<file path="src/rtl/ubfly_pkg.sv">
// ---------------------------------------------------------------------------
// ubfly_pkg
// Shared definitions for the unary butterfly sequencing controller.
//   - ubfly_state_e  : controller state encoding (IDLE, LOAD, RUN, DONE)
//   - PERIOD         : bitstream period for the default BITWIDTH
//   - period_of()    : bitstream period 2^bw for any width
//   - runcnt_w()     : run-counter width, clog2(PERIOD+LAT+1)
//   - bipolar_offset(): raw count that encodes the value zero
// No ports (package).
// ---------------------------------------------------------------------------
package ubfly_pkg;

    typedef enum logic [1:0] {
        ST_IDLE = 2'd0,
        ST_LOAD = 2'd1,
        ST_RUN  = 2'd2,
        ST_DONE = 2'd3
    } ubfly_state_e;

    localparam int DEF_BITWIDTH = 8;
    localparam int DEF_LAT      = 4;
    localparam int PERIOD       = 1 << DEF_BITWIDTH;
    localparam int BIPOLAR_OFS  = 1 << (DEF_BITWIDTH - 1);

    function automatic int period_of(input int bw);
        return 1 << bw;
    endfunction

    // Must hold every run index 0 .. period+lat-1 with headroom for the compare.
    function automatic int runcnt_w(input int bw, input int lat);
        return $clog2((1 << bw) + lat + 1);
    endfunction

    function automatic int bipolar_offset(input int bw);
        return 1 << (bw - 1);
    endfunction

endpackage

</file>
<file path="src/rtl/ubfly_ctrl_if.sv">
// ---------------------------------------------------------------------------
// ubfly_ctrl_if
// Binary-side handshakes of the butterfly controller, named from the
// controller's point of view.
//   Request : iStart (valid), oReady, iwReal/iwImg (twiddle pair)
//   Result  : oValid, iReady, oCntReal0/oCntImg0/oCntReal1/oCntImg1
// Modports:
//   master : the transform scheduler (drives requests, consumes results)
//   slave  : the controller
// ---------------------------------------------------------------------------
interface ubfly_ctrl_if #(
    parameter int BITWIDTH = 8
);
    logic                iStart;
    logic                oReady;
    logic [BITWIDTH-1:0] iwReal;
    logic [BITWIDTH-1:0] iwImg;

    logic                oValid;
    logic                iReady;
    logic [BITWIDTH:0]   oCntReal0;
    logic [BITWIDTH:0]   oCntImg0;
    logic [BITWIDTH:0]   oCntReal1;
    logic [BITWIDTH:0]   oCntImg1;

    modport master (
        output iStart, iwReal, iwImg, iReady,
        input  oReady, oValid, oCntReal0, oCntImg0, oCntReal1, oCntImg1
    );

    modport slave (
        input  iStart, iwReal, iwImg, iReady,
        output oReady, oValid, oCntReal0, oCntImg0, oCntReal1, oCntImg1
    );

endinterface

</file>
<file path="src/rtl/ubfly_bitcnt.sv">
// ---------------------------------------------------------------------------
// ubfly_bitcnt
// BITWIDTH+1-bit ones counter for one butterfly output bitstream.
//   iClk  : clock
//   iRst  : asynchronous active-high reset, clears the count
//   iClr  : synchronous clear (new transaction accepted)
//   iEn   : counting window enable
//   iBit  : bitstream input, counted when 1 inside the window
//   oCnt  : current count, 0 .. 2^BITWIDTH
// ---------------------------------------------------------------------------
module ubfly_bitcnt #(
    parameter int BITWIDTH = 8
) (
    input  logic              iClk,
    input  logic              iRst,
    input  logic              iClr,
    input  logic              iEn,
    input  logic              iBit,
    output logic [BITWIDTH:0] oCnt
);

    logic [BITWIDTH:0] cnt_q;
    logic [BITWIDTH:0] cnt_d;

    always_comb begin
        cnt_d = cnt_q;
        if (iClr) begin
            cnt_d = '0;
        end else if (iEn && iBit) begin
            cnt_d = cnt_q + 1'b1;
        end
    end

    always_ff @(posedge iClk or posedge iRst) begin
        if (iRst) begin
            cnt_q <= '0;
        end else begin
            cnt_q <= cnt_d;
        end
    end

    assign oCnt = cnt_q;

endmodule

</file>
<file path="src/rtl/ubfly_ctrl.sv">
// ---------------------------------------------------------------------------
// ubfly_ctrl
// Sequencing controller for one unary butterfly. Accepts a twiddle pair,
// strobes loadB/iClr for one cycle, enables the stream generators for one
// bitstream period, waits LAT flush cycles, counts ones on the four butterfly
// outputs over exactly one period, and returns the counts.
//
// Ports:
//   iClk, iRst        : clock, asynchronous active-high reset
//   bus (slave)       : request and result handshakes (see ubfly_ctrl_if)
//   owReal, owImg     : registered twiddle pair to the butterfly
//   oLoadB, oClr      : one-cycle load / clear strobes to the butterfly
//   oRun              : stream generator enable
//   iReal0..iImg1     : butterfly output bitstreams
//
// Build option UBFLY_CTRL_SIGNED_EN: when defined the counts are returned as
// two's-complement values (count - 2^(BITWIDTH-1)); otherwise raw counts.
// ---------------------------------------------------------------------------
module ubfly_ctrl
    import ubfly_pkg::*;
#(
    parameter int BITWIDTH = 8,
    parameter int LAT      = 4
) (
    input  logic                iClk,
    input  logic                iRst,
    ubfly_ctrl_if.slave         bus,
    output logic [BITWIDTH-1:0] owReal,
    output logic [BITWIDTH-1:0] owImg,
    output logic                oLoadB,
    output logic                oClr,
    output logic                oRun,
    input  logic                iReal0,
    input  logic                iImg0,
    input  logic                iReal1,
    input  logic                iImg1
);

    localparam int P  = period_of(BITWIDTH);
    localparam int RW = runcnt_w(BITWIDTH, LAT);

    localparam logic [RW-1:0] R_LAST = RW'(P + LAT - 1);
    localparam logic [RW-1:0] R_WIN  = RW'(LAT);
    localparam logic [RW-1:0] R_PER  = RW'(P);

    localparam logic [1:0] S_IDLE = ST_IDLE;
    localparam logic [1:0] S_LOAD = ST_LOAD;
    localparam logic [1:0] S_RUN  = ST_RUN;
    localparam logic [1:0] S_DONE = ST_DONE;

    logic [1:0]          state_q, state_d;
    logic [RW-1:0]       r_q, r_d;
    logic                ready_q, loadb_q, run_q, valid_q;
    logic [BITWIDTH-1:0] wreal_q, wimg_q;

    logic                accept;
    logic                cnt_en;
    logic [3:0]          bits;
    logic [BITWIDTH:0]   raw [4];

    assign accept = (state_q == S_IDLE) && bus.iStart;

    // Outputs reach the butterfly LAT cycles after the stream bits that made
    // them, so the window opens at r = LAT. Its upper end (LAT + P) is never
    // reached because RUN ends at r = LAT + P - 1.
    assign cnt_en = (state_q == S_RUN) && (r_q >= R_WIN);

    assign bits = {iImg1, iReal1, iImg0, iReal0};

    // Next-state and run-counter logic.
    always_comb begin
        state_d = state_q;
        r_d     = r_q;
        case (state_q)
            S_IDLE: begin
                if (bus.iStart) begin
                    state_d = S_LOAD;
                    r_d     = '0;
                end
            end
            S_LOAD: begin
                state_d = S_RUN;
                r_d     = '0;
            end
            S_RUN: begin
                if (r_q == R_LAST) begin
                    state_d = S_DONE;
                end else begin
                    r_d = r_q + 1'b1;
                end
            end
            S_DONE: begin
                if (bus.iReady) begin
                    state_d = S_IDLE;
                end
            end
            default: begin
                state_d = S_IDLE;
                r_d     = '0;
            end
        endcase
    end

    // Status and strobe flags are registered from the next state so every
    // output comes straight from a flop.
    always_ff @(posedge iClk or posedge iRst) begin
        if (iRst) begin
            state_q <= S_IDLE;
            r_q     <= '0;
            ready_q <= 1'b1;
            loadb_q <= 1'b0;
            run_q   <= 1'b0;
            valid_q <= 1'b0;
            wreal_q <= '0;
            wimg_q  <= '0;
        end else begin
            state_q <= state_d;
            r_q     <= r_d;
            ready_q <= (state_d == S_IDLE);
            loadb_q <= (state_d == S_LOAD);
            run_q   <= (state_d == S_RUN) && (r_d < R_PER);
            valid_q <= (state_d == S_DONE);
            if (accept) begin
                wreal_q <= bus.iwReal;
                wimg_q  <= bus.iwImg;
            end
        end
    end

    for (genvar g = 0; g < 4; g++) begin : g_cnt
        ubfly_bitcnt #(
            .BITWIDTH (BITWIDTH)
        ) u_cnt (
            .iClk (iClk),
            .iRst (iRst),
            .iClr (accept),
            .iEn  (cnt_en),
            .iBit (bits[g]),
            .oCnt (raw[g])
        );
    end

`ifdef UBFLY_CTRL_SIGNED_EN
    localparam logic signed [BITWIDTH:0] OFS_S = (BITWIDTH+1)'(bipolar_offset(BITWIDTH));

    logic signed [BITWIDTH:0] sres_q [4];
    logic                     to_done;

    // The last window bit is counted on the same edge that enters DONE, so
    // the offset is applied to the counter's next value, not its current one.
    assign to_done = (state_q == S_RUN) && (state_d == S_DONE);

    always_ff @(posedge iClk or posedge iRst) begin
        if (iRst) begin
            for (int i = 0; i < 4; i++) begin
                sres_q[i] <= '0;
            end
        end else if (accept) begin
            for (int i = 0; i < 4; i++) begin
                sres_q[i] <= '0;
            end
        end else if (to_done) begin
            for (int i = 0; i < 4; i++) begin
                sres_q[i] <= $signed(raw[i] + {{BITWIDTH{1'b0}}, (cnt_en & bits[i])}) - OFS_S;
            end
        end
    end

    assign bus.oCntReal0 = $unsigned(sres_q[0]);
    assign bus.oCntImg0  = $unsigned(sres_q[1]);
    assign bus.oCntReal1 = $unsigned(sres_q[2]);
    assign bus.oCntImg1  = $unsigned(sres_q[3]);
`else
    assign bus.oCntReal0 = raw[0];
    assign bus.oCntImg0  = raw[1];
    assign bus.oCntReal1 = raw[2];
    assign bus.oCntImg1  = raw[3];
`endif

    assign bus.oReady = ready_q;
    assign bus.oValid = valid_q;
    assign owReal     = wreal_q;
    assign owImg      = wimg_q;
    assign oLoadB     = loadb_q;
    assign oClr       = loadb_q;
    assign oRun       = run_q;

endmodule

</file>
<file path="src/flat_wrapper.sv">
// flat-port wrapper written by rule: the top's interface ports become plain ports
module ubfly_ctrl_flat import ubfly_pkg::*;
#(
    parameter int BITWIDTH = 8,
    parameter int LAT      = 4
)
  (iClk, iRst, owReal, owImg, oLoadB, oClr, oRun, iReal0, iImg0, iReal1, iImg1, bus_iStart, bus_iwReal, bus_iwImg, bus_iReady, bus_oReady, bus_oValid, bus_oCntReal0, bus_oCntImg0, bus_oCntReal1, bus_oCntImg1);
  ubfly_ctrl_if #(.BITWIDTH(BITWIDTH)) bus_i ();
  input  logic iClk;
  input  logic iRst;
  output logic [BITWIDTH-1:0] owReal;
  output logic [BITWIDTH-1:0] owImg;
  output logic oLoadB;
  output logic oClr;
  output logic oRun;
  input  logic iReal0;
  input  logic iImg0;
  input  logic iReal1;
  input  logic iImg1;
  input wire logic [$bits(bus_i.iStart)-1:0] bus_iStart;
  input wire logic [$bits(bus_i.iwReal)-1:0] bus_iwReal;
  input wire logic [$bits(bus_i.iwImg)-1:0] bus_iwImg;
  input wire logic [$bits(bus_i.iReady)-1:0] bus_iReady;
  output wire logic [$bits(bus_i.oReady)-1:0] bus_oReady;
  output wire logic [$bits(bus_i.oValid)-1:0] bus_oValid;
  output wire logic [$bits(bus_i.oCntReal0)-1:0] bus_oCntReal0;
  output wire logic [$bits(bus_i.oCntImg0)-1:0] bus_oCntImg0;
  output wire logic [$bits(bus_i.oCntReal1)-1:0] bus_oCntReal1;
  output wire logic [$bits(bus_i.oCntImg1)-1:0] bus_oCntImg1;
  assign bus_i.iStart = bus_iStart;
  assign bus_i.iwReal = bus_iwReal;
  assign bus_i.iwImg = bus_iwImg;
  assign bus_i.iReady = bus_iReady;
  assign bus_oReady = bus_i.oReady;
  assign bus_oValid = bus_i.oValid;
  assign bus_oCntReal0 = bus_i.oCntReal0;
  assign bus_oCntImg0 = bus_i.oCntImg0;
  assign bus_oCntReal1 = bus_i.oCntReal1;
  assign bus_oCntImg1 = bus_i.oCntImg1;
  ubfly_ctrl #(.BITWIDTH(BITWIDTH), .LAT(LAT)) u_core (.iClk(iClk), .iRst(iRst), .bus(bus_i), .owReal(owReal), .owImg(owImg), .oLoadB(oLoadB), .oClr(oClr), .oRun(oRun), .iReal0(iReal0), .iImg0(iImg0), .iReal1(iReal1), .iImg1(iImg1));
endmodule
</file>
<file path="config.mk">
export PLATFORM = sky130hd
export DESIGN_NAME = ubfly_ctrl_flat
export DESIGN_NICKNAME = d
export VERILOG_FILES = /design/src/rtl/ubfly_pkg.sv /design/src/rtl/ubfly_ctrl_if.sv /design/src/rtl/ubfly_bitcnt.sv /design/src/rtl/ubfly_ctrl.sv /design/src/flat_wrapper.sv
export SDC_FILE = /design/constraint.sdc
export NUM_CORES = 1
export LEC_CHECK = 0
export ABC_AREA = 0
export ABC_CLOCK_PERIOD_IN_PS = 1900
export CAP_MARGIN = 10
export CORE_MARGIN = 2
export CORE_UTILIZATION = 50
export DETAILED_ROUTE_END_ITERATION = 16
export DONT_BUFFER_PORTS = 1
export PLACE_DENSITY = 0.76
export SLEW_MARGIN = 20
export SYNTH_ARGS = -nofsm -noshare
export SYNTH_HDL_FRONTEND = slang
export SYNTH_SLANG_ARGS = --single-unit
export TNS_END_PERCENT = 20
</file>
<file path="constraint.sdc">
create_clock -name iClk -period 1.9 [get_ports iClk]
set_input_delay 0.285 -clock iClk [delete_from_list [all_inputs] [get_ports iClk]]
set_output_delay 0.285 -clock iClk [all_outputs]
set_load 0.05 [all_outputs]
</file>
---- Word level (Yosys, flattened, before mapping) ----
Cells that the tools add are included.
operators by class
  add/subtract/negate cells ............... 5
  magnitude comparators ................... 2
  eq/ne operators ......................... 7
  multiplexer cells ....................... 15
  reductions and logical operators ........ 13
operators with widths
  kind                 number
  $mux 9               10
  $add 9x1->9 const B  5
  $pmux 9 s3           1
  $eq 9x9->1 const B   1
  $ge 9x3->1 const B   1
  $lt 9x9->1 const B   1
  $eq 2x2->1 const B   4
  $pmux 2 s4           1
  $reduce_bool 2->1    4
  $logic_and 1x1->1    7
  $mux 2               3
  $eq 2x1->1 const B   2
  $logic_not 2->1      2
storage, ports and cells
  register bits after elaboration ......... 67
  bits of input ports ..................... 24
  output and inout bits ................... 57
  word-level logic and storage cells ...... 54

---- Longest topological paths before layout ----
  word-level depth ........................ 5
  mapped depth ............................ 7
  depth with buffers taken out ............ 5

---- Hierarchy ----
From an unflattened synthesis, not the netlist that was laid out.
second synthesis, totals
  cell total of the unflattened synthesis .. 319
  area total of the unflattened synthesis .. 3,236.9 um^2
by module, submodules not included
  module        times used  cells an instance  area an instance (um^2)  seq. area each (um^2)
  ubfly_bitcnt  4           47                 441.7                    225.2
  ubfly_ctrl    1           131                1,470.2                  777.0

---- Worst setup path after synthesis ----
No wires, ideal clock.
  kind .................................... register to register
  from .................................... register u_core.g_cnt[0].u_cnt.cnt_q[0]
  to ...................................... register u_core.g_cnt[0].u_cnt.cnt_q[8]
  library setup time ...................... 0.077 ns
  data arrival time ....................... 1.861 ns
  data required time ...................... 1.823 ns
  path slack .............................. -0.038 ns
  cell stages (with the launch flop) ...... 6
  buffers on the path ..................... 0
  clock period less this slack ............ 1.938 ns
  cells stage by stage .................... dfrtp_1 > ha_1 > nand2_1 > or2_2 > or4_1 > a21oi_1
on the way
  word-level cells in the longest chain between the ends .. 3
ends and longest elaborated chain
  element                 RTL line            text
  start, declared         ubfly_bitcnt.sv:22  logic [BITWIDTH:0] cnt_q;
  start signal, assigned  ubfly_bitcnt.sv:38  cnt_q <= cnt_d;
  $add 9x1->9             ubfly_bitcnt.sv:30  cnt_d = cnt_q + 1'b1;
  $mux 9                  ubfly_bitcnt.sv:29  end else if (iEn && iBit) begin
  $mux 9                  ubfly_bitcnt.sv:27  if (iClr) begin
Every way passes these cells. The select of a mux whose other input is x is not followed.
A chain may end at the register's enable or synchronous reset.

---- Worst setup path after layout ----
  from .................................... register u_core.r_q[7]
  to ...................................... register u_core.g_cnt[2].u_cnt.cnt_q[4]
on the way
  word-level cells in the longest chain between the ends .. 4
ends and longest elaborated chain
  element                             RTL line            text
  start, declared                     ubfly_ctrl.sv:52    logic [RW-1:0] r_q, r_d;
  start signal, assigned              ubfly_ctrl.sv:118   r_q <= r_d;
  $ge 9x3->1                          ubfly_ctrl.sv:66    assign cnt_en = (state_q == S_RUN) && (r_q >= R_WIN);
  $logic_and 1x1->1                   ubfly_ctrl.sv:66
  $logic_and 1x1->1                   ubfly_bitcnt.sv:29
  $reduce_bool 2->1 (no source line)  --
  end signal, assigned                ubfly_bitcnt.sv:38
  end, declared                       ubfly_bitcnt.sv:22
Every way passes these cells.

==> out/metrics.yaml <==
synth:
  netlist_instances: 329
  synth_edf_count: 0
  yosysTopAreaCell: "dfrtp_1"
  netlist.area_leader.share: 0.513
  ys.flop_type: "dfrtp_1"
  synth-async-reset-ratio: 1.00
  syn_avg_cell_area_um2: 9.79
  netlist_area_um2: 3220
  synthTopCellsByArea: "dfrtp_1, nand2_1, mux2i_1, ha_1, nand3_1"
  ys_seq_area_frac: 0.521
  yosysWarningCount: 0
  synth_cell_type_count: 46
  synth_nets: 359
  ys_ff_latch: 67
routing:
  num_vias: 2619
  drt-initial-drc-count: 226
  drtPass1Iterations: 4
  route.detailed.drc: 0
  wire_per_inst_um: 15.7
  ant_nets: 0
  viasPerCell: 5.69
  drt-total-wl_um: 7240
global_routing:
  antenna_found_initial: 0
  grt-ovfl-total: 0
  first_global_vias: 2592
  grt_pass1_wl_um: 12000
  grt_max_degree: 32
  track_usage: 0.211
die:
  rows: 29
  ios: 81
  die_y_um: 84.3
  core-area_um2: 6280
  fp.dieW_um: 84.3
  initial_core_util: 0.513
  dieArea_um2: 7100
run:
  cap_violations: 0
finish:
  layout.cells.most_common_list: "nand2_1, dfrtp_1, buf_4"
  area.growth.synth_to_final_pct: 21.7
  stdcell_count: 460
  drive_gt1_frac: 0.198
  mostFrequentLayoutCell: "nand2_1"
  fill_cells: 504
  n_antenna_cell: 0
  nets: 408
place:
  gp_congestion: 0.858
  pre_cts_slack_ns: 0.131
  dpl.hpwl_um: 5180
  port-buffer-count: 0
  dp_cells: 442
worst_setup_path:
  crit_required_ns: 2.16
  r2r_end: "u_core.g_cnt[2].u_cnt.oCnt[4]"
  reg2reg_depth: 6
  timing.rr.start: "u_core.r_q[7]"
  path_common_cell: "buf_4"
  worstPathCellList: "nor4_4 > buf_4 > a211oi_1 > buf_4 > nand3_1 > mux2i_1"
  ff2ff_setup_slack_ns: 0.13
  crit_type: "register to register"
  worstPathArrival_ns: 2.03
  cp-end-kind: "register"
  cp_max_fo: 8
  cpPeakStageDelay_ns: 0.51
  crit_path_start_kind: "register"
  worst_path_max_delay_cell: "nor4_4"
  critPathLaunch: "u_core.r_q[7]"
timing:
  rsz0062_at_grt: "false"
  post-route-period-util: 0.931
  setup_viol: 0
  period_needed_ns: 1.77
  whs_ns: 0.0352
  max_freq_mhz: 565
  skew_ns: 0.00801
  fin_ws_ns: 0.131
  finalMaxSlewViolations: 0
  slew_headroom: 0.561
  setup-tns-final_ns: 0
  tightest_slew_ns: 0.642
  hold_violations: 0
clock_tree:
  cts_made_buffers: 9
  cts-root-buf: "clkbuf_8"
  clk_path_buf_depth: 2
  clk_pin_slew_ns: 0.08
  clkLatencyLatePin_ns: 0.35
  cts_tree: "done"
  ctsResizeCount: 0
  clock_sinks: 67
  htree_num_levels: 3
run_status:
  status: "finished clean"
pwr:
  vdd_ir_drop_max_v: 0.00104
  leakage_nw: 1.91
  pwr_density_cell_nw_per_um2: 1620
worst_hold_path:
  holdCritStartpoint: "bus_iwReal[6]"
  hold_depth: 2
  hold_class: "input port to register"
  min_to: "u_core.owReal[6]"
routing by layer:
layer / track usage / vias up / routed length [um]
li1: - / 1253 / -
met4: 0.0909 / 0 / 131
met1: 0.259 / 1277 / 3060
met2: 0.343 / 75 / 3520
met5: 0 / - / 0
met3: 0.0678 / 14 / 537
how the worst max path moves through the flow:
stage                                    end  slack [ns]  cells after the start
2_1_floorplan  u_core.g_cnt[0].u_cnt.oCnt[8]       -0.04                      5
3_3_place_gp   u_core.g_cnt[1].u_cnt.oCnt[1]        0.17                      5
3_5_place_dp   u_core.g_cnt[3].u_cnt.oCnt[0]        0.13                      5
4_1_cts        u_core.g_cnt[3].u_cnt.oCnt[0]        0.12                      5
5_1_grt        u_core.g_cnt[3].u_cnt.oCnt[0]        0.01                      5
6_report       u_core.g_cnt[2].u_cnt.oCnt[4]        0.13                      6
flip-flops by register name (all words and copies together) (netlist names):
register	flops
u_core.bus.oValid	1
u_core.g_cnt.u_cnt.oCnt	36
u_core.r_q	9
u_core.oRun	1
u_core.state_q	2
u_core.bus.oReady	1
u_core.oClr	1
u_core.owImg	8
u_core.owReal	8
critical path, delay by kind of cell (launching register included):
family / cells / cell delay (ns)
and+or+nand+nor: 2 / 0.60
muxes: 1 / 0.21
AOI/OAI and AO/OA: 1 / 0.06
DFF: 1 / 0.44
buffers and inverters: 2 / 0.37
power by group:
part / internal, mW / switching, mW / leakage [nW]
Combinational: 0.686 / 1.35 / 0.893
Sequential: 1.78 / 0.951 / 0.886
Clock: 1.00 / 0.559 / 0.125
Total: 3.47 / 2.86 / 1.91
final cells by class:
| cell class | count | area, um^2 | area share |
|---|---|---|---|
| clock buffers | 9 | 124 | 0.0316 |
| inverters | 11 | 45.0 | 0.0115 |
| flip-flops and latches | 67 | 1680 | 0.428 |
| multi-input cells | 235 | 1410 | 0.360 |
| well taps | 77 | 96.3 | 0.0246 |
| clock inverters | 7 | 140 | 0.0358 |
| repair buffers | 54 | 423 | 0.108 |
stage by stage:
step | power (mW) | cell area [um^2] | util
after floorplan | 4.22 | 3220 | -
after global placement | 4.72 | 3630 | 0.579
after detailed placement | 4.80 | 3630 | 0.579
after CTS | 6.36 | 3920 | 0.624
after global routing | 6.68 | 3920 | 0.624
final | 6.33 | 3920 | 0.624
timing repair:
item,CTS,global route
endpoints found under the setup margin,0,2
buffers inserted,0,0
hold endpoints to repair,23,0
hold buffers,2,0
cells by family after synthesis:
| kind of cell | after synthesis | synth area share |
|---|---|---|
| compound gates | 54 | 0.119 |
| buf+inv | 27 | 0.0404 |
| simple gates | 149 | 0.219 |
| flops | 67 | 0.521 |
| xor+xnor | 8 | 0.0218 |
| mux | 18 | 0.0559 |
| fa+ha+maj | 6 | 0.0233 |
Yosys cell counts, drive strengths merged, types with 4 or more instances:
library cell  number
o21ai              5
o31ai             10
buf               11
a21oi             14
clkbuf             5
or4                8
nand4              5
nor3               4
nand2             88
dfrtp             66
xnor2              7
nor2              10
ha                 6
mux2i             18
inv               11
nand3             15
a211oi             5
(Power assumes the default switching activity.)
